--- config.mk ---
export PLATFORM = sky130hd
export DESIGN_NAME = seg_scan_ctrl
export DESIGN_NICKNAME = d
export VERILOG_FILES = /design/src/rtl/seg_pkg.sv /design/src/rtl/scan_tick_gen.sv /design/src/rtl/seg_scan_ctrl.sv
export SDC_FILE = /design/constraint.sdc
export NUM_CORES = 1
export LEC_CHECK = 0
export ABC_CLOCK_PERIOD_IN_PS = 2800
export BUFFER_PORTS_ARGS = -buffer_cell sky130_fd_sc_hd__buf_2
export CELL_PAD_IN_SITES_DETAIL_PLACEMENT = 1
export CELL_PAD_IN_SITES_GLOBAL_PLACEMENT = 1
export CORE_ASPECT_RATIO = 1.5
export CORE_MARGIN = 2
export CORE_UTILIZATION = 30
export DETAILED_ROUTE_END_ITERATION = 6
export HOLD_SLACK_MARGIN = 0.08
export MAX_ROUTING_LAYER = met4
export PLACE_DENSITY = 0.58
export SLEW_MARGIN = 20
export SYNTH_ARGS = -nofsm -noshare
export SYNTH_HDL_FRONTEND = slang
export SYNTH_SLANG_ARGS = --single-unit
--- constraint.sdc ---
create_clock -name clk -period 2.8 [get_ports clk]
set_input_delay 0.56 -clock clk [delete_from_list [all_inputs] [get_ports clk]]
set_output_delay 0.56 -clock clk [all_outputs]
set_load 0.01 [all_outputs]
--- src/rtl/seg_pkg.sv ---
// Shared constants and helpers for the seven-segment scan controller.
// Holds the blank nibble code, the all-off anode pattern and the
// leading-zero mask function. Sized for up to MAX_DIGITS digits.
package seg_pkg;

  localparam int MAX_DIGITS = 8;

  // Nibble code that the downstream decoder renders as all segments off.
  localparam logic [3:0] BCD_BLANK = 4'hF;

  // Active-low anodes: all ones turns every digit off.
  localparam logic [MAX_DIGITS-1:0] AN_ALL_OFF = '1;

  // Bit i is set when nibbles i..MAX_DIGITS-1 of value are all zero.
  // Callers zero-extend narrower values. The extra nibbles are zero, so
  // the low DIGITS bits of the mask are the same as for the narrow value.
  function automatic logic [MAX_DIGITS-1:0] lz_mask(input logic [4*MAX_DIGITS-1:0] value);
    logic [MAX_DIGITS-1:0] m;
    logic                  all_zero;
    m        = '0;
    all_zero = 1'b1;
    for (int i = MAX_DIGITS - 1; i >= 0; i--) begin
      all_zero = all_zero && (value[4*i +: 4] == 4'h0);
      m[i]     = all_zero;
    end
    return m;
  endfunction

endpackage

--- src/rtl/scan_tick_gen.sv ---
// Refresh prescaler: emits tick on the last cycle of each digit dwell.
// Ports: clk, rst (sync, active-high), en (0 holds count at 0), tick (combinational from count).
// The count restarts from 0 whenever en is low, so a re-enabled scan gets a full first dwell.
module scan_tick_gen
  import seg_pkg::*;
#(
  parameter int REFRESH_DIV = 100000
) (
  input  logic clk,
  input  logic rst,
  input  logic en,
  output logic tick
);

  localparam int               CNT_W    = $clog2(REFRESH_DIV);
  localparam logic [CNT_W-1:0] CNT_LAST = CNT_W'(REFRESH_DIV - 1);

  logic [CNT_W-1:0] cnt;

  always_comb begin
    tick = en && (cnt == CNT_LAST);
  end

  always_ff @(posedge clk) begin
    if (rst || !en) begin
      cnt <= '0;
    end else if (tick) begin
      cnt <= '0;
    end else begin
      cnt <= cnt + CNT_W'(1);
    end
  end

endmodule

--- src/rtl/seg_scan_ctrl.sv ---
// Time-multiplexed scan controller for a DIGITS-digit seven-segment display.
// Ports: clk, rst, en, load/din (double-buffered value), lz_blank; outputs bcd, an (active low),
// pending (value waiting for frame boundary), frame (pulse with digit 0 of each new frame).
module seg_scan_ctrl
  import seg_pkg::*;
#(
  parameter int DIGITS      = 4,
  parameter int REFRESH_DIV = 100000
) (
  input  logic                  clk,
  input  logic                  rst,
  input  logic                  en,
  input  logic                  load,
  input  logic [4*DIGITS-1:0]   din,
  input  logic                  lz_blank,
  output logic [3:0]            bcd,
  output logic [DIGITS-1:0]     an,
  output logic                  pending,
  output logic                  frame
);

  localparam int                IDX_W    = $clog2(DIGITS);
  localparam int                VW       = 4 * DIGITS;
  localparam logic [IDX_W-1:0]  IDX_LAST = IDX_W'(DIGITS - 1);

  logic                  tick;
  logic                  boundary;
  logic                  wrapped;
  logic [IDX_W-1:0]      idx;
  logic [VW-1:0]         shadow;
  logic [VW-1:0]         active;
  logic [MAX_DIGITS-1:0] blank_vec;
  logic                  blank_cur;
  logic [3:0]            nib_cur;
  logic [DIGITS-1:0]     an_cur;

  scan_tick_gen #(
    .REFRESH_DIV(REFRESH_DIV)
  ) u_tick (
    .clk (clk),
    .rst (rst),
    .en  (en),
    .tick(tick)
  );

  always_comb begin
    boundary  = tick && (idx == IDX_LAST);
    blank_vec = lz_mask((4*MAX_DIGITS)'(active));
    // Digit 0 always shows, so a zero value still displays a single 0.
    blank_cur = lz_blank && (idx != '0) && blank_vec[idx];
    nib_cur   = active[{idx, 2'b00} +: 4];
    an_cur    = ~(DIGITS'(1) << idx);
  end

  // Digit counter: forced to 0 while disabled so scanning resumes at digit 0.
  always_ff @(posedge clk) begin
    if (rst || !en) begin
      idx <= '0;
    end else if (tick) begin
      idx <= (idx == IDX_LAST) ? '0 : idx + IDX_W'(1);
    end
  end

  // Double buffer. A load landing on the boundary bypasses the shadow so
  // the new value is not held back a whole extra frame.
  always_ff @(posedge clk) begin
    if (rst) begin
      shadow  <= '0;
      active  <= '0;
      pending <= 1'b0;
    end else if (load) begin
      shadow <= din;
      if (boundary) begin
        active  <= din;
        pending <= 1'b0;
      end else begin
        pending <= 1'b1;
      end
    end else if (boundary && pending) begin
      active  <= shadow;
      pending <= 1'b0;
    end
  end

  // Marks the cycle where idx has just wrapped to 0; the registered outputs
  // for that digit appear one edge later, so frame lines up with them.
  always_ff @(posedge clk) begin
    if (rst) begin
      wrapped <= 1'b0;
    end else begin
      wrapped <= boundary;
    end
  end

  always_ff @(posedge clk) begin
    if (rst || !en) begin
      an    <= AN_ALL_OFF[DIGITS-1:0];
      bcd   <= BCD_BLANK;
      frame <= 1'b0;
    end else begin
      if (blank_cur) begin
        an  <= AN_ALL_OFF[DIGITS-1:0];
        bcd <= BCD_BLANK;
      end else begin
        an  <= an_cur;
        bcd <= nib_cur;
      end
      frame <= wrapped;
    end
  end

endmodule

==> Word level (Yosys, flattened, before mapping) <==
Cells that the tools add are included.
{ "op_classes": {"addsub": 2, "magnitude_cmp": 1, "eq_ne": 3, "shift": 2, "muxes": 9, "bitwise": 1, "n_reduce_logical": 19} }
{ "ops": {"columns": ["operator", "n"], "rows": [
  ["$mux 16", 3],
  ["$add 17x1->17 const B", 1],
  ["$eq 17x17->1 const B", 1],
  ["$logic_not 4->1", 4],
  ["$shiftx 16x5->4", 1],
  ["$logic_and 1x1->1", 8],
  ["$lt 2x4->1 const B", 1],
  ["$mux 1", 4],
  ["$not 4->4", 1],
  ["$reduce_bool 2->1", 2],
  ["$reduce_or 2->1", 2],
  ["$shl 1x2->4 const A", 1],
  ["$add 2x1->2 const B", 1],
  ["$bmux 1 s2", 1],
  ["$eq 2x2->1 const B", 1],
  ["$mux 2", 1],
  ["$ne 2x1->1 const B", 1],
  ["$reduce_and 2->1", 1],
  ["$logic_not 1->1", 1],
  ["$logic_or 1x1->1", 1]
]} }
{ "totals": {"regBits": 62, "out_inout_bits": 10, "word_cells": 46} }

==> Logic depth before layout (Yosys ltp) <==
{ "logic_depth": {"depth_word": 8, "depth_mapped": 7} }

==> Modules after synthesis <==
A second synthesis with hierarchy kept.
{ "unflattened": {"hier_cells": 251, "area_unflattened_um2": 2640.0} }
{ "modules_own_cells": {"columns": ["mod", "n_inst", "cells_per_inst", "area_per_inst_um2"], "rows": [
  ["seg_scan_ctrl", 1, 164, 1833.0],
  ["scan_tick_gen", 1, 87, 807.0]
]} }

==> Worst setup path after synthesis <==
OpenSTA, ideal clock, no wires.
{ "synth_path": {"kind": "reg2reg", "start": "reg u_tick.cnt[12]", "end": "reg active[10]", "setup_time_ns": 0.121, "arrival_time_ns": 2.300, "required_time_ns": 2.679, "slack_ns": 0.379, "stages_incl_launch_ff": 6, "n_path_buf": 1, "path_cell_list": "dfxtp_1 or4b_1 or4_4 nor4b_4 buf_6 mux2_2"} }
{ "synth_via": {"elab_chain_len": 6, "word_cells_on_any_way": 7, "cone_classes": "eq/ne (2); reduce/logical (5)"} }
{ "synth_rtl": {"columns": ["item", "line", "text"], "rows": [
  ["from (decl)", "scan_tick_gen.sv:18", "logic [CNT_W-1:0] cnt;"],
  ["from (signal assigned)", "scan_tick_gen.sv:30", "cnt <= cnt + CNT_W'(1);"],
  ["$eq 17x17->1 *", "scan_tick_gen.sv:21", "tick = en && (cnt == CNT_LAST);"],
  ["$logic_and 1x1->1 *", "scan_tick_gen.sv:21", null],
  ["$logic_and 1x1->1 *", "seg_scan_ctrl.sv:47", "boundary = tick && (idx == IDX_LAST);"],
  ["$logic_and 1x1->1", "seg_scan_ctrl.sv:79", "end else if (boundary && pending) begin"],
  ["$reduce_bool 2->1 (no source line)", null, null],
  ["$reduce_and 2->1 (no source line) *", null, null],
  ["to (signal assigned)", "seg_scan_ctrl.sv:74", "active <= din;"],
  ["to (signal assigned)", "seg_scan_ctrl.sv:80", "active <= shadow;"],
  ["to (decl)", "seg_scan_ctrl.sv:31", "logic [VW-1:0] active;"]
]} }
Every way passes the cells marked *; elsewhere a longest branch is shown, timed or not.
A chain may end at the register's enable or synchronous reset.

==> Worst setup path in the final report <==
{ "layout_path": {"start": "reg u_tick.cnt[12]", "end": "reg active[13]"} }
The elaborated chain is that of the path after synthesis.

==> metrics.txt <==
# TYPE chip_impl_metric gauge
chip_impl_info{name="result_of_the_run",value="finished, final reports clean"} 1
chip_impl_metric{name="avgViaCountPerCell",unit=""} 4.71
chip_impl_metric{name="post-route-drc-count",unit=""} 0
chip_impl_info{name="worst_r2r_startpoint",value="u_tick.cnt[12]"} 1
chip_impl_metric{name="synthesized_area_divided_by_synthesized_cell_count",unit="µm²"} 10.5
chip_impl_metric{name="die_h",unit="µm"} 119
chip_impl_metric{name="finClkSkew",unit="ps"} 5.91
chip_impl_metric{name="vias_in_the_first_global_route",unit=""} 2072
chip_impl_metric{name="reg2reg_setup_slack",unit="ps"} 350
chip_impl_metric{name="insertedDiodeCount",unit=""} 0
chip_impl_metric{name="path_clk_slew",unit="ps"} 50
chip_impl_metric{name="timing_worst_slew_pin_value",unit="ps"} 643
chip_impl_info{name="cell_types_with_the_largest_area_share_after_synthesis",value="dfxtp_1 47%, mux2i_1 6.9%, mux2_2 6.9%, nor2_1 5.1%, mux4_2 3.4%"} 1
chip_impl_metric{name="initialDrtViolationCount",unit=""} 50
chip_impl_info{name="grt_setup_unrepaired",value="false"} 1
chip_impl_metric{name="cts_inserted_buffers",unit=""} 9
chip_impl_metric{name="final_report_hold_violation_count",unit=""} 0
chip_impl_metric{name="worstPathBufferInverterCount",unit=""} 1
chip_impl_metric{name="number_of_register_bits_inferred_by_synthesis",unit=""} 62
chip_impl_metric{name="fillCellCount",unit=""} 984
chip_impl_metric{name="cp_data_arrival_time",unit="ps"} 2660
chip_impl_metric{name="grt.total_usage",unit="%"} 14.2
chip_impl_metric{name="synth.distinct_cells",unit=""} 39
chip_impl_metric{name="async_reset_ff_share",unit="%"} 0
chip_impl_metric{name="antenna_found_initial",unit=""} 0
chip_impl_metric{name="vias",unit=""} 1854
chip_impl_metric{name="required_arrival_time_at_the_worst_endpoint",unit="ps"} 3010
chip_impl_metric{name="crit_cells",unit=""} 5
chip_impl_metric{name="synth_sequential_area_ratio",unit="%"} 47.2
chip_impl_metric{name="timing.max_slew.rel_slack",unit="%"} 56.7
chip_impl_metric{name="synthesis.instances",unit=""} 250
chip_impl_info{name="tritoncts",value="built"} 1
chip_impl_info{name="hold_path_class",value="flop to flop"} 1
chip_impl_info{name="min-delay-start",value="wrapped"} 1
chip_impl_metric{name="max_stage_delay",unit="ps"} 570
chip_impl_metric{name="first_pass_grt_wire_length",unit="µm"} 9950
chip_impl_info{name="timing.critical_path.cells",value="or4b_1 > or4_4 > nor4b_4 > buf_4 > mux2_2"} 1
chip_impl_metric{name="syn_area",unit="µm²"} 2630
chip_impl_metric{name="htree_num_levels",unit=""} 3
chip_impl_info{name="cp-start-kind",value="flop"} 1
chip_impl_metric{name="core_box_area",unit="µm²"} 8460
chip_impl_metric{name="max-vdd-ir-drop",unit="mV"} 0.340
chip_impl_metric{name="synth-edff-count",unit=""} 0
chip_impl_metric{name="gp_congestion",unit=""} 0.885
chip_impl_metric{name="static-leakage-power",unit="nW"} 1.28
chip_impl_metric{name="rr_worst_depth",unit=""} 5
chip_impl_metric{name="place.port_buffers",unit=""} 30
chip_impl_metric{name="floorplan.initialDensity",unit="%"} 31.0
chip_impl_info{name="netlist.top_cell.by_area",value="dfxtp_1"} 1
chip_impl_info{name="critPathTopFamily",value="simple AND/OR/NAND/NOR gates"} 1
chip_impl_metric{name="final_global_route_overflow_total",unit=""} 0
chip_impl_metric{name="grt_max_degree",unit=""} 36
chip_impl_metric{name="syn2layout_area_growth",unit="%"} 20.8
chip_impl_metric{name="placementRows",unit=""} 41
chip_impl_metric{name="hpwlAfterDp",unit="µm"} 4220
chip_impl_metric{name="max_clk_rate",unit="MHz"} 409
chip_impl_metric{name="tns",unit="ps"} 0
chip_impl_metric{name="totalPowerFinal",unit="mW"} 2.19
chip_impl_metric{name="count_of_nets_after_finishing",unit=""} 309
chip_impl_metric{name="drt-total-wl",unit="µm"} 5750
chip_impl_metric{name="max-clock-path-buffers",unit=""} 2
chip_impl_metric{name="report.final.setup_viol",unit=""} 0
chip_impl_metric{name="fin_cells",unit=""} 394
chip_impl_metric{name="final_layout_size_suffix_gt1_share",unit="%"} 29.3
chip_impl_metric{name="design.die.area",unit="µm²"} 9540
chip_impl_metric{name="final_worst_path_period_share",unit="%"} 87.4
chip_impl_metric{name="drv_cap",unit=""} 0
chip_impl_metric{name="count_of_final_max_slew_check_failures",unit=""} 0
chip_impl_metric{name="cts-hold-fix-buffers",unit=""} 0
chip_impl_info{name="crit_path_end_kind",value="flop"} 1
chip_impl_metric{name="worst_skew_pair.late_latency",unit="ps"} 320
chip_impl_metric{name="power_per_cell_area",unit="nW/µm²"} 689
chip_impl_info{name="critPathLaunch",value="u_tick.cnt[12]"} 1
chip_impl_info{name="synth_ff_type",value="dfxtp_1"} 1
chip_impl_metric{name="timing.final.crit_period",unit="ps"} 2450
chip_impl_metric{name="antenna_violating_nets_post_route",unit=""} 0
chip_impl_metric{name="postSynthNetCount",unit=""} 276
chip_impl_info{name="root_buffer",value="clkbuf_16"} 1
chip_impl_info{name="cp_slowest_cell",value="or4b_1"} 1
chip_impl_metric{name="design.portCount",unit=""} 31
chip_impl_info{name="crit_end",value="active[13]"} 1
chip_impl_metric{name="post-cts-setup-buffers",unit=""} 0
chip_impl_metric{name="die_x",unit="µm"} 80.4
chip_impl_metric{name="place_inst",unit=""} 379
chip_impl_metric{name="ctsResizeCount",unit=""} 0
chip_impl_metric{name="wire_per_inst",unit="µm"} 14.6
chip_impl_info{name="r2r_end",value="active[13]"} 1
chip_impl_metric{name="firstDrtPassIters",unit=""} 4
chip_impl_info{name="worst-setup-path-type",value="flop to flop"} 1
chip_impl_metric{name="critical_path_peak_fanout",unit=""} 16
chip_impl_metric{name="synth.top_cell.area_share",unit="%"} 47.2
chip_impl_metric{name="synthesis.yosys.warnings",unit=""} 0
chip_impl_metric{name="clock_sink_count",unit=""} 62
## flip-flops by register name (all words and copies together), names as in the netlist
name,cells
shadow,16
wrapped,1
pending,1
active,16
u_tick.cnt,17
bcd,4
an,4
frame,1
idx,2
## cells in the final DEF, fill, tap and decap left out, types with 2 or more instances in the layout
master      n
dfxtp_1    62
nor2_1     36
buf_2      30
mux2i_1    18
mux2_2     16
nand2_1    13
clkbuf_16   9
nand3_1     8
nor2b_1     8
and2b_2     8
nand4_1     7
xor2_1      7
nor4_1      7
xnor2_1     5
ha_1        5
buf_4       5
o21ai_0     4
a21oi_1     4
mux4_2      4
inv_1       3
and4_1      2
nor3_1      2
and2_1      2
clkbuf_8    2
clkinv_2    2
bufinv_16   2
## worst register-to-register path, delay by kind of cell, from the launching register on
kind,cells,cell delay [ps]
simple gates,3,1340
mux,1,370
flops,1,350
buf+inv,1,280
## power by group
part | switching, mW | internal [mW] | leakage (nW)
Sequential | 0.00595 | 0.903 | 0.505
Clock | 0.378 | 0.818 | 0.161
Combinational | 0.0449 | 0.0347 | 0.616
Total | 0.429 | 1.76 | 1.28
## layer usage
layer,GRT usage (%),up-vias,wire (µm)
li1,-,930,-
met1,14.8,897,2330
met2,24.4,22,3180
met3,3.89,5,159
met4,6.36,0,81
met5,-,-,0
## final cells by class
cell class                 instances  area, µm²  area share, %
inverter                           3       11.3          0.355
clock buffer                      11        253           7.97
clock inverter                     4       70.1           2.21
multi-input combinational        172       1280           40.2
timing repair buffer              35        188           5.91
sequential                        62       1240           39.1
tap                              107        134           4.22
## through the flow
step                      instance area (µm²)  setup WS (ps)  util (%)  hold WS, ps
after floorplan                          2630            379         -          406
after global routing                     3170            253      37.5          454
after detailed placement                 2850            356      33.7          420
after CTS                                3170            339      37.5          432
after global placement                   2850            420      33.7          417
final                                    3170            353      37.5          423
## synthesized netlist by cell type, types with 4 or more instances
library cell and instances:
a21oi_1 4, and2b_2 8, buf_6 4, clkbuf_1 7, dfxtp_1 62, ha_1 5
mux2_2 16, mux2i_1 18, mux4_2 4, nand2_1 13, nand3_1 8, nand4_1 7
nor2_1 36, nor2b_1 8, nor4_1 7, o21ai_0 4, xnor2_1 5, xor2_1 7
## kinds of logic after synthesis
kind of cell,synth area share (%)
fa+ha+maj,2.38
compound gates,2.71
xor+xnor,4.00
buf+inv,4.19
simple gates,22.3
mux,17.1
flops,47.2
## worst min-delay path by stage
stage	end	slack, ps	cells past startpoint
4_1_cts	frame	430	1
6_report	frame	420	1
3_3_place_gp	frame	420	1
3_5_place_dp	frame	420	1
5_1_grt	frame	450	1
2_1_floorplan	frame	410	1
Power figures use the tool's default switching activity.
